File: src/rtl/adder_pkg.sv
// Shared definitions for the pipelined CLA adder family: the op encoding and
// the stage-count derivation used to size the pipeline.
package adder_pkg;

    typedef enum logic {
        OP_ADD = 1'b0,
        OP_SUB = 1'b1
    } op_e;

    // Number of pipeline stages for a given operand width and segment width.
    function automatic int nseg(input int width, input int seg);
        return width / seg;
    endfunction

    // Segment width of the original fixed 8-bit CLA adders.
    localparam int CLA8_SEG = 8;

endpackage

File: src/rtl/pipe_adder_if.sv
// Operand/result handshake bundle for pipe_adder. The adder is the slave; the
// producer/consumer side is the master.
interface pipe_adder_if #(
    parameter int WIDTH = 32
) ();

    logic             in_valid;
    logic             in_ready;
    logic [WIDTH-1:0] a;
    logic [WIDTH-1:0] b;
    logic             cin;
    logic             op_sub;

    logic             out_valid;
    logic             out_ready;
    logic [WIDTH-1:0] f;
    logic             cout;
    logic             ovf;

    modport master (
        output in_valid, a, b, cin, op_sub, out_ready,
        input  in_ready, out_valid, f, cout, ovf
    );

    modport slave (
        input  in_valid, a, b, cin, op_sub, out_ready,
        output in_ready, out_valid, f, cout, ovf
    );

endinterface

File: src/rtl/pipe_adder_cla_seg.sv
// Combinational SEG-bit carry-lookahead segment. c_msb is the carry into the
// top bit of the segment, which the final stage needs for signed overflow.
module cla_seg #(
    parameter int SEG = 8
) (
    output logic [SEG-1:0] s,
    output logic           co,
    output logic           c_msb,
    input  logic [SEG-1:0] x,
    input  logic [SEG-1:0] y,
    input  logic           ci
);

    logic [SEG-1:0] g;
    logic [SEG-1:0] p;
    logic [SEG:0]   c;
    logic           acc;
    logic           run_p;

    assign g = x & y;
    assign p = x ^ y;

    // Every carry is a flat OR of generate terms gated by the propagate run
    // above them, so no carry depends on another carry.
    always_comb begin
        c     = '0;
        acc   = 1'b0;
        run_p = 1'b0;
        c[0]  = ci;
        for (int i = 0; i < SEG; i++) begin
            acc   = g[i];
            run_p = p[i];
            for (int j = i - 1; j >= 0; j--) begin
                acc   = acc | (run_p & g[j]);
                run_p = run_p & p[j];
            end
            c[i+1] = acc | (run_p & ci);
        end
    end

    assign s     = p ^ c[SEG-1:0];
    assign co    = c[SEG];
    assign c_msb = c[SEG-1];

endmodule

File: src/rtl/pipe_adder.sv
// Pipelined WIDTH-bit adder/subtractor: one SEG-bit CLA per stage, carry
// registered between stages, operands skewed in and result deskewed out.
module pipe_adder
    import adder_pkg::*;
#(
    parameter int WIDTH = 32,
    parameter int SEG   = 8
) (
    input logic          clk,
    input logic          rst,
    pipe_adder_if.slave  bus
);

    localparam int NSEG = nseg(WIDTH, SEG);
    localparam int LAST = NSEG - 1;

    logic             stall;
    logic             advance;
    logic             accept;
    logic             last_valid;
    logic [WIDTH-1:0] b_eff;
    logic             cin_eff;

    // Subtraction is A + ~B + ~cin, so borrow-in maps to an inverted carry-in.
    assign b_eff   = (op_e'(bus.op_sub) == OP_SUB) ? ~bus.b   : bus.b;
    assign cin_eff = (op_e'(bus.op_sub) == OP_SUB) ? ~bus.cin : bus.cin;

    assign stall        = last_valid && !bus.out_ready;
    assign advance      = !stall;
    assign bus.in_ready = !stall && !rst;
    assign accept       = bus.in_valid && bus.in_ready;

    genvar gi;
    generate
        for (gi = 0; gi < NSEG; gi++) begin : g_stage
            logic [SEG-1:0]          x;
            logic [SEG-1:0]          y;
            logic [SEG-1:0]          s;
            logic                    ci;
            logic                    co;
            logic                    c_msb;
            logic                    valid_in;
            logic                    valid_reg;
            logic                    carry_reg;
            logic [(gi+1)*SEG-1:0]   res_in;
            logic [(gi+1)*SEG-1:0]   res_reg;

            if (gi == 0) begin : g_head
                assign x        = bus.a[SEG-1:0];
                assign y        = b_eff[SEG-1:0];
                assign ci       = cin_eff;
                assign valid_in = accept;
                assign res_in   = s;
            end else begin : g_body
                assign x        = g_stage[gi-1].g_skew.skew_a_reg[SEG-1:0];
                assign y        = g_stage[gi-1].g_skew.skew_b_reg[SEG-1:0];
                assign ci       = g_stage[gi-1].carry_reg;
                assign valid_in = g_stage[gi-1].valid_reg;
                // Deskew: finished lower segments ride along under the new one.
                assign res_in   = {s, g_stage[gi-1].res_reg};
            end

            // Operand segments not yet consumed; stage gi keeps segments gi+1.. up.
            if (gi < LAST) begin : g_skew
                localparam int SW = WIDTH - (gi + 1) * SEG;
                logic [SW-1:0] skew_a_in;
                logic [SW-1:0] skew_b_in;
                logic [SW-1:0] skew_a_reg;
                logic [SW-1:0] skew_b_reg;

                if (gi == 0) begin : g_src_in
                    assign skew_a_in = bus.a[WIDTH-1:SEG];
                    assign skew_b_in = b_eff[WIDTH-1:SEG];
                end else begin : g_src_prev
                    assign skew_a_in = g_stage[gi-1].g_skew.skew_a_reg[SW+SEG-1:SEG];
                    assign skew_b_in = g_stage[gi-1].g_skew.skew_b_reg[SW+SEG-1:SEG];
                end

                always_ff @(posedge clk) begin
                    if (advance) begin
                        skew_a_reg <= skew_a_in;
                        skew_b_reg <= skew_b_in;
                    end
                end
            end

            cla_seg #(
                .SEG (SEG)
            ) u_cla (
                .s     (s),
                .co    (co),
                .c_msb (c_msb),
                .x     (x),
                .y     (y),
                .ci    (ci)
            );

            always_ff @(posedge clk) begin
                if (rst) begin
                    valid_reg <= 1'b0;
                    carry_reg <= 1'b0;
                    res_reg   <= '0;
                end else if (advance) begin
                    valid_reg <= valid_in;
                    carry_reg <= co;
                    res_reg   <= res_in;
                end
            end

            if (gi == LAST) begin : g_tail
                logic ovf_reg;
                always_ff @(posedge clk) begin
                    if (rst) begin
                        ovf_reg <= 1'b0;
                    end else if (advance) begin
                        ovf_reg <= c_msb ^ co;
                    end
                end
            end else begin : g_mid
                logic unused_c_msb;
                assign unused_c_msb = c_msb;
            end
        end
    endgenerate

    assign last_valid = g_stage[LAST].valid_reg;

    // Outputs are forced quiet while reset is held, not just after the edge.
    assign bus.out_valid = last_valid && !rst;
    assign bus.f         = rst ? '0 : g_stage[LAST].res_reg;
    assign bus.cout      = g_stage[LAST].carry_reg && !rst;
    assign bus.ovf       = g_stage[LAST].g_tail.ovf_reg && !rst;

endmodule

File: src/flat_wrapper.sv
// flat-port wrapper written by rule: the top's interface ports become plain ports
module pipe_adder_flat import adder_pkg::*;
#(
    parameter int WIDTH = 32,
    parameter int SEG   = 8
)
  (clk, rst, bus_in_valid, bus_a, bus_b, bus_cin, bus_op_sub, bus_out_ready, bus_in_ready, bus_out_valid, bus_f, bus_cout, bus_ovf);
  pipe_adder_if #(.WIDTH(WIDTH)) bus_i ();
  input logic clk;
  input logic rst;
  input wire logic [$bits(bus_i.in_valid)-1:0] bus_in_valid;
  input wire logic [$bits(bus_i.a)-1:0] bus_a;
  input wire logic [$bits(bus_i.b)-1:0] bus_b;
  input wire logic [$bits(bus_i.cin)-1:0] bus_cin;
  input wire logic [$bits(bus_i.op_sub)-1:0] bus_op_sub;
  input wire logic [$bits(bus_i.out_ready)-1:0] bus_out_ready;
  output wire logic [$bits(bus_i.in_ready)-1:0] bus_in_ready;
  output wire logic [$bits(bus_i.out_valid)-1:0] bus_out_valid;
  output wire logic [$bits(bus_i.f)-1:0] bus_f;
  output wire logic [$bits(bus_i.cout)-1:0] bus_cout;
  output wire logic [$bits(bus_i.ovf)-1:0] bus_ovf;
  assign bus_i.in_valid = bus_in_valid;
  assign bus_i.a = bus_a;
  assign bus_i.b = bus_b;
  assign bus_i.cin = bus_cin;
  assign bus_i.op_sub = bus_op_sub;
  assign bus_i.out_ready = bus_out_ready;
  assign bus_in_ready = bus_i.in_ready;
  assign bus_out_valid = bus_i.out_valid;
  assign bus_f = bus_i.f;
  assign bus_cout = bus_i.cout;
  assign bus_ovf = bus_i.ovf;
  pipe_adder #(.WIDTH(WIDTH), .SEG(SEG)) u_core (.clk(clk), .rst(rst), .bus(bus_i));
endmodule
File: config.mk
export PLATFORM = sky130hd
export DESIGN_NAME = pipe_adder_flat
export DESIGN_NICKNAME = d
export VERILOG_FILES = /design/src/rtl/adder_pkg.sv /design/src/rtl/pipe_adder_if.sv /design/src/rtl/pipe_adder_cla_seg.sv /design/src/rtl/pipe_adder.sv /design/src/flat_wrapper.sv
export SDC_FILE = /design/constraint.sdc
export NUM_CORES = 1
export LEC_CHECK = 0
export ABC_AREA = 1
export BUFFER_PORTS_ARGS = -buffer_cell sky130_fd_sc_hd__buf_2
export CAP_MARGIN = 0
export CORE_UTILIZATION = 50
export DETAILED_ROUTE_END_ITERATION = 8
export PLACE_DENSITY_LB_ADDON = 0.2
export SYNTH_ARGS = -nofsm -noshare
export SYNTH_HDL_FRONTEND = slang
export SYNTH_SLANG_ARGS = --single-unit
File: constraint.sdc
create_clock -name clk -period 2.4 [get_ports clk]
set_input_delay 0.36 -clock clk [delete_from_list [all_inputs] [get_ports clk]]
set_output_delay 0.36 -clock clk [all_outputs]
set_load 0.005 [all_outputs]
Word level (Yosys, flattened, before mapping)
Index checks and enable logic that the tools add are counted.
Operators by class
  mux-type cells: 3
  reductions and logical operators: 9
  bitwise operators: 415
Operators with widths (number)
  1-bit bitwise AND: 256
  1-bit bitwise OR: 144
  32-bit two-way mux: 2
  8-bit bitwise XOR: 8
  8-bit bitwise AND: 4
  32-bit NOT: 1
  1-bit logical AND: 6
  1-bit logical NOT: 3
  1-bit two-way mux: 1
  1-bit NOT: 1
  1-bit bitwise XOR: 1
Storage, ports and cells
  bits of input ports: 70
  output and inout port bits: 36
  register bits after elaboration: 185
  word-level logic and storage cells: 446

Depth between registers and ports, before layout
Gate-level depths: netlist of run 1.
  word-level depth: 12
  gate-level depth with buffers: 15
  gate-level depth less buffers: 13

Cells and area by module
Synthesis of run 1 repeated with hierarchy kept, for this count alone.
Unflattened totals
  cell total of the unflattened synthesis: 861
  area total of the unflattened synthesis: 8232.9 um^2
Modules (own cells, without submodules)
  pipe_adder: instances 1, cells an instance 565, seq. area each 4664.5 um^2, area an instance 6436.2 um^2
  cla_seg (u_core.g_stage[2].u_cla ...): instances 2, cells an instance 73, seq. area each 0.0 um^2, area an instance 447.9 um^2
  cla_seg (u_core.g_stage[0].u_cla): instances 1, cells an instance 77, seq. area each 0.0 um^2, area an instance 456.7 um^2
  cla_seg (u_core.g_stage[1].u_cla): instances 1, cells an instance 73, seq. area each 0.0 um^2, area an instance 444.2 um^2

Least setup slack after synthesis of run 1
No wires, ideal clock.
  path type: input port to flip-flop
  start: in bus_out_ready
  end: reg u_core.g_stage[0].g_skew.skew_a_reg[0], enable pin
  path slack: 0.008 ns
  stages: 4
  library setup time: 0.414 ns
  buffers on the path: 2
  arrival: 1.978 ns
  required time: 1.986 ns
  cell sequence: nor2_2 inv_2 clkbuf_1 buf_2
On the way
  cells in the longest elaborated chain, start to end: 2
Ends and longest elaborated chain
  start: declaration: RTL line flat_wrapper.sv:16  | input wire logic [$bits(bus_i.out_ready)-1:0] bus_out_ready;
  1-bit logical NOT: RTL line pipe_adder.sv:28  | assign stall = last_valid && !bus.out_ready;
  1-bit logical AND: RTL line pipe_adder.sv:28
  end signal: assignment: RTL line pipe_adder.sv:81  | skew_a_reg <= skew_a_in;
  end: declaration: RTL line pipe_adder.sv:68  | logic [SW-1:0] skew_a_reg;
Every way passes these cells.
A chain may end at the register's enable or synchronous reset.

Final worst setup path of run 1
  start: reg u_core.g_stage[3].valid_reg
  end: out bus_in_ready
On the way
  cells in the longest elaborated chain, start to end: 3
Ends and longest elaborated chain
  start: declaration: RTL line pipe_adder.sv:43  | logic valid_reg;
  start signal: assignment: RTL line pipe_adder.sv:104  | valid_reg <= valid_in;
  1-bit logical AND: RTL line pipe_adder.sv:28
  1-bit logical NOT
  1-bit logical AND: RTL line pipe_adder.sv:30  | assign bus.in_ready = !stall && !rst;
  end: declaration: RTL line flat_wrapper.sv:17  | output wire logic [$bits(bus_i.in_ready)-1:0] bus_in_ready;
Every way passes these cells.

==> impl_results.md, run 1 <==
- Hold Crit Class: in2reg
- Die Ht: 129.6 um
- Status: completed
- Syn nets: 929
- F_max: 498.1 MHz
- Initial antenna violation count: 0
- Main combinational cell family by area after synthesis: simple AND/OR/NAND/NOR gates
- PortBufs: 105
- Clock power share: 35.5%
- Initial DRC count: 408
- Fin. Hold Viols: 0
- Leakage power: 4.555 nW
- Worst Tran Pin Value: 0.6953 ns
- Commonest non-fill, non-tap cell in the layout: nor2_1
- Overflow after GRT: 0
- DRT antenna net count: 0
- Largest net degree at the start of global routing: 66
- Post-synth cell types: 37
- Switching Power: 0.002070 W
- Nets: 1,027
- CP Data Required Time: 2.04 ns
- Area of the mapped netlist: 8142 um^2
- Reported max-cap violation count: 0
- Avg WL per Cell: 12.87 um
- GRT Total Usage: 19.19%
- Max reg flops: 80
- Seq cells post-synth: 185
- Hold buffer count at cts: 0
- Crit path max fanout: 16
- Antenna diode count: 0
- Area delta synth->final: 16.17%
- CP Buf/Inv Count: 2
- Pint: 0.005821 W
- Most frequent cells in the layout: nor2_1 (115), inv_1 (109), buf_2 (105), edfxtp_1 (96), dfxtp_1 (89)
- CP Capture Type: output port
- Crit path launch: u_core.g_stage[3].valid_reg
- Syn Inst Count: 821
- Hpwl dp: 10,020 um
- CP max stage delay: 0.53 ns
- Number of global-route vias before repair: 4,988
- Power density over cell area: 834.4 nW/um^2
- Slowest stage cell, crit path: nor2_2
- Longest Clk Path Bufs: 2
- Mux cell area share after synthesis: 0%
- Crit Path Class: reg2out
- Clk_lat worst skew: 0.42 ns
- Vias per cell: 4.861
- Post-synthesis xor/xnor area fraction: 4.964%
- Slew Limit Fails: 0
- Total Die Area: 16,800 um^2
- RD Place Congestion: 0.8179
- Clock root buffer: clkbuf_16
- CTS tree: done
- Worst hold path startpoint: bus_a[27]
- Combinational power share: 15.8%
- Core ar.: 15,890 um^2
- Share of layout cells above drive strength 1: 17.60%
- CTS Buf Count: 17
- Setup Total Neg Slack: 0 ns
- Initial Util: 51.25%
- Die width: 129.6 um
- Cell row count: 46
- Synth Warn #: 0
- Fillcell total: 1,378
- Worst path top cell family by delay: simple AND/OR/NAND/NOR gates
- Sw Share: 26.23%
- I/O pin cnt: 106
- DRC violations left: 0
- Post-CTS setup repair buffer count: 0
- Worst relative slew slack: 53.60%
- Peak VDD IR: 0.5427 mV
- Register area: 4664 um^2
- Post-synth EDFFs: 96
- Synth Area per Inst: 9.917 um^2
- DP Cell Count: 1,116
- Cts repair resizes: 0
- RSZ-0062 raised after global routing: false
- Sequential power share: 48.6%
- Multi-input gate area: 2887 um^2
- Seq/Total Area, Yosys: 57.29%
- Startpoint types: flip-flop
- Final worst-path cycle share: 83.65%
- Crit path cell chain: inv_1 -> nor2_4 -> nor2_2 -> buf_2
- Share of synthesized flip-flops with an asynchronous set or reset: 0%
- Via count: 5,580
- Routed WL: 14,770 um
- H-tree depth: 4
- Clock sink count: 185
- Worst Skew: 0.007342 ns
- Fin crit period: 2.008 ns
- Arr. time, crit path: 1.65 ns
- Post-synthesis simple-gate area fraction: 14.62%
- Synth Area in Compound Gates: 9.605%
- Primary FF master, synth: edfxtp_1
- Worst R2R Start: u_core.g_stage[2].g_skew.skew_b_reg[4]
- Finished Layout Cells: 1,148
- Adder-cell area share of the yosys netlist: 6.209%
- DRT Pass-1 Iters: 5
- Clk slew on worst S/H paths: 0.07 ns
- Setup-failing EPs final: 0
- First-pass GRT wire length: 24,690 um
-- synthesized netlist by cell type (all sizes together), types with 21 or more instances --
cell,n,share of area (%)
nor2,117,5.5
inv,112,5.2
edfxtp,96,35
dfxtp,89,22
nand2,84,4.2
nand3,56,3.4
o21ai,51,3.1
xor2,41,4.4
a21oi,39,2.4
ha,34,5.2
buf,25,1.6
o22a,21,2.3
-- cells by family after synthesis --
family / Yosys count
AND/OR/NAND/NOR: 276
XOR/XNOR: 44
AO/OA/AOI/OAI: 130
adder cells (fa/ha/maj): 38
flip-flops: 185
buffers and inverters: 148
-- stage by stage --
stage / hold WS (ns) / util [%] / area, um^2 / setup slack, ns / total power, W
2_1_floorplan: 0.4003 / - / 8142 / 0.007516 / 0.004793
3_3_place_gp: 0.4011 / 55.77 / 8860 / 0.3694 / 0.005114
3_5_place_dp: 0.4045 / 55.77 / 8860 / 0.3569 / 0.005144
4_1_cts: 0.08161 / 59.54 / 9458 / 0.3670 / 0.007966
5_1_grt: 0.07568 / 59.54 / 9458 / 0.2624 / 0.008318
6_report: 0.1026 / 59.54 / 9458 / 0.3923 / 0.007891
-- per-layer routing --
metal	up-vias	global-route usage, %	wire length (um)
met2	139	26.17	5816
met4	0	5.746	170
met5	-	0	0
li1	2921	-	-
met1	2503	29.48	8087
met3	17	5.078	699
-- path summary, 6_finish.rpt --
kind	endpoint	slack (ns)	cells after the start
worst min-delay path	u_core.g_stage[0].g_skew.skew_a_reg[19]	0.10	1
worst max register to register	u_core.g_stage[3].g_tail.ovf_reg	0.49	9
worst min register to register	u_core.g_stage[1].g_skew.skew_b_reg[15]	0.42	0
worst max-delay path	bus_in_ready	0.39	4
-- area by class of cell --
type	count	area share (%)
multi-input combinational	488	30.52
sequential	185	49.32
clock inverter	14	1.561
timing repair buffer	115	6.482
clock buffer	18	4.763
tap	216	2.858
inverter	112	4.498
-- power groups by stage --
stage               Combinational, W  Sequential (W)  Clock [W]
global route                 0.00144         0.00387    0.00300
detailed placement           0.00124         0.00391          0
floorplan                   0.000931         0.00386          0
CTS                          0.00125         0.00384    0.00288
finish                       0.00125         0.00384    0.00281
global placement             0.00122         0.00390          0
No activity file was read; power rests on OpenSTA's default activity.
==> run 2, diff against run 1 <==
clock period = 1.8 ns   (was 2.4 ns; I/O delays follow)
==> impl_results.md, run 2 (synthesis gave the netlist of run 1 again) <==
- Via count: 5,695 (+2.1%)
- Initial Util: 51.25% (unchanged)
- Number of global-route vias before repair: 5,027 (+0.78%)
- PortBufs: 105 (unchanged)
- Pint: 0.007723 W (+33%)
- Avg WL per Cell: 13.03 um (+1.2%)
- Fillcell total: 1,349 (-2.1%)
- Reported max-cap violation count: 0 (unchanged)
- Most frequent cells in the layout: nor2_1 (112), inv_1 (109), buf_2 (105), edfxtp_1 (96), dfxtp_1 (89)
- Sw Share: 25.79% (-0.44 points)
- CP Capture Type: flip-flop
- DRT antenna net count: 0 (unchanged)
- Combinational power share: 17.5% (+1.7 points)
- Commonest non-fill, non-tap cell in the layout: nor2_1
- Slowest stage cell, crit path: edfxtp_1
- Final worst-path cycle share: 93.52%
- Slew Limit Fails: 0 (unchanged)
- Fin. Hold Viols: 0 (unchanged)
- Initial DRC count: 460 (+13%)
- DRC violations left: 0 (unchanged)
- Max reg flops: 80 (unchanged)
- Leakage power: 4.700 nW (+3.2%)
- Clock root buffer: clkbuf_16
- RSZ-0062 raised after global routing: true
- Register area: 4664 um^2 (unchanged)
- CTS tree: done
- Largest net degree at the start of global routing: 77 (+17%)
- Setup-failing EPs final: 0 (unchanged)
- Power density over cell area: 1058 nW/um^2 (+27%)
- Die width: 129.6 um (unchanged)
- Share of layout cells above drive strength 1: 20.58% (+3.0 points)
- Clk_lat worst skew: 0.42 ns (about the same)
- Clk slew on worst S/H paths: 0.06 ns (about the same)
- Crit path launch: u_core.g_stage[2].g_skew.skew_b_reg[4]
- Worst Tran Pin Value: 0.5693 ns (-0.1260 ns)
- H-tree depth: 4 (unchanged)
- DRT Pass-1 Iters: 5 (unchanged)
- Worst relative slew slack: 62.04% (+8.4 points)
- First-pass GRT wire length: 24,570 um (-0.48%)
- Nets: 1,062 (+3.4%)
- Vias per cell: 4.814 (-0.96%)
- Crit path cell chain: ha_1 -> buf_4 -> nand3_1 -> nor2_1 -> nand2_1 -> nand3_1 -> nor2_2 -> nand3_1 -> nand3_1 -> nand2_1
- Die Ht: 129.6 um (unchanged)
- Worst Skew: 0.007090 ns (-0.0002516 ns)
- Cell row count: 46 (unchanged)
- CTS Buf Count: 17 (unchanged)
- Initial antenna violation count: 0 (unchanged)
- Hold Crit Class: in2reg
- Tot Pwr: 0.01041 W (+32%)
- Status: completed
- Multi-input gate area: 2965 um^2 (+2.7%)
- Core ar.: 15,890 um^2 (unchanged)
- Clock power share: 33.2% (-2.3 points)
- Most frequent cell on the critical path: nand3_1
- Switching Power: 0.002684 W (+30%)
- Sequential power share: 49.3% (+0.7 points)
- Crit Path Class: reg2reg
- Finished Layout Cells: 1,183 (+3.0%)
- Worst hold path startpoint: bus_a[28]
- F_max: 594.1 MHz
- Antenna diode count: 0 (unchanged)
- Crit path max fanout: 5 (-11)
- Clock sink count: 185 (unchanged)
- I/O pin cnt: 106 (unchanged)
- Overflow after GRT: 0 (unchanged)
- Peak VDD IR: 0.7404 mV (+36%)
- Setup Total Neg Slack: 0 ns (unchanged)
- CP max stage delay: 0.36 ns (-0.17 ns)
- DP Cell Count: 1,138 (+2.0%)
- Area delta synth->final: 20.84%
- CP Data Required Time: 2.11 ns (+0.07 ns)
- Startpoint types: flip-flop
- Hpwl dp: 10,390 um (+3.7%)
- Arr. time, crit path: 2.00 ns (+0.35 ns)
- Longest Clk Path Bufs: 2 (unchanged)
- Worst R2R Start: u_core.g_stage[2].g_skew.skew_b_reg[4]
- Routed WL: 15,410 um (+4.3%)
- Total Die Area: 16,800 um^2 (unchanged)
- GRT Total Usage: 18.98% (-0.21 points)
- Fin crit period: 1.683 ns
- RD Place Congestion: 0.8116 (-0.77%)
## run 2: power groups by stage
stage,combinational [W],clock (W),sequential (W)
2_1_floorplan,0.00126,0,0.00515
3_3_place_gp,0.00170,0,0.00519
3_5_place_dp,0.00173,0,0.00521
4_1_cts,0.00175,0.00354,0.00512
5_1_grt,0.00207,0.00371,0.00517
6_report,0.00182,0.00346,0.00513
## run 2: per-layer routing
| layer | GRT usage (%) | part of all wire, % |
|---|---|---|
| met1 | 28.37 | 52 |
| met2 | 27.15 | 42 |
| met3 | 5.037 | 4.8 |
| met4 | 4.925 | 0.82 |
| met5 | 0 | 0 |
## run 2: through the flow
step	hold slack, ns	setup slack, ns	instance area [um^2]	utilization, %
2_1_floorplan	0.3689	-0.04627	8183	-
3_3_place_gp	0.4006	-0.06263	9050	56.97
3_5_place_dp	0.4045	-0.1291	9050	56.97
4_1_cts	0.001259	0.02740	9633	60.64
5_1_grt	0.0001424	-0.009283	9838	61.93
6_report	0.02125	0.1167	9838	61.93
## run 2: worst paths after layout
check | end | slack (ns) | cells past startpoint
worst max-delay path | u_core.g_stage[3].g_tail.ovf_reg | 0.12 | 10
worst min-delay path | u_core.g_stage[0].g_skew.skew_a_reg[20] | 0.02 | 1
worst max register to register | u_core.g_stage[3].g_tail.ovf_reg | 0.12 | 10
worst min register to register | u_core.g_stage[1].g_skew.skew_a_reg[14] | 0.42 | 0
## run 2: layout make-up
class                   count  share of cell area [%]
multi-input cells         488                   30.14
inverters                 112                   4.324
repair buffers            150                   9.856
flip-flops and latches    185                   47.41
clock inverters             7                  0.6868
clock buffers              25                   4.833
well taps                 216                   2.747
## run 2: worst max-delay path, delay by kind of cell (launching register included)
family	cells	cell delay [ns]
simple gates	8	0.70
flops	1	0.36
fa+ha+maj	1	0.34
buf+inv	1	0.17
## run 2: repair_timing
action | 4_1_cts | 5_1_grt
hold endpoints to repair | 0 | 9
hold buffers | 0 | 9
setup endpoints to repair | 1 | 12
pin swaps | 1 | 1
buffers inserted | 1 | 1
gates cloned | 1 | 1
resized for setup | 0 | 19
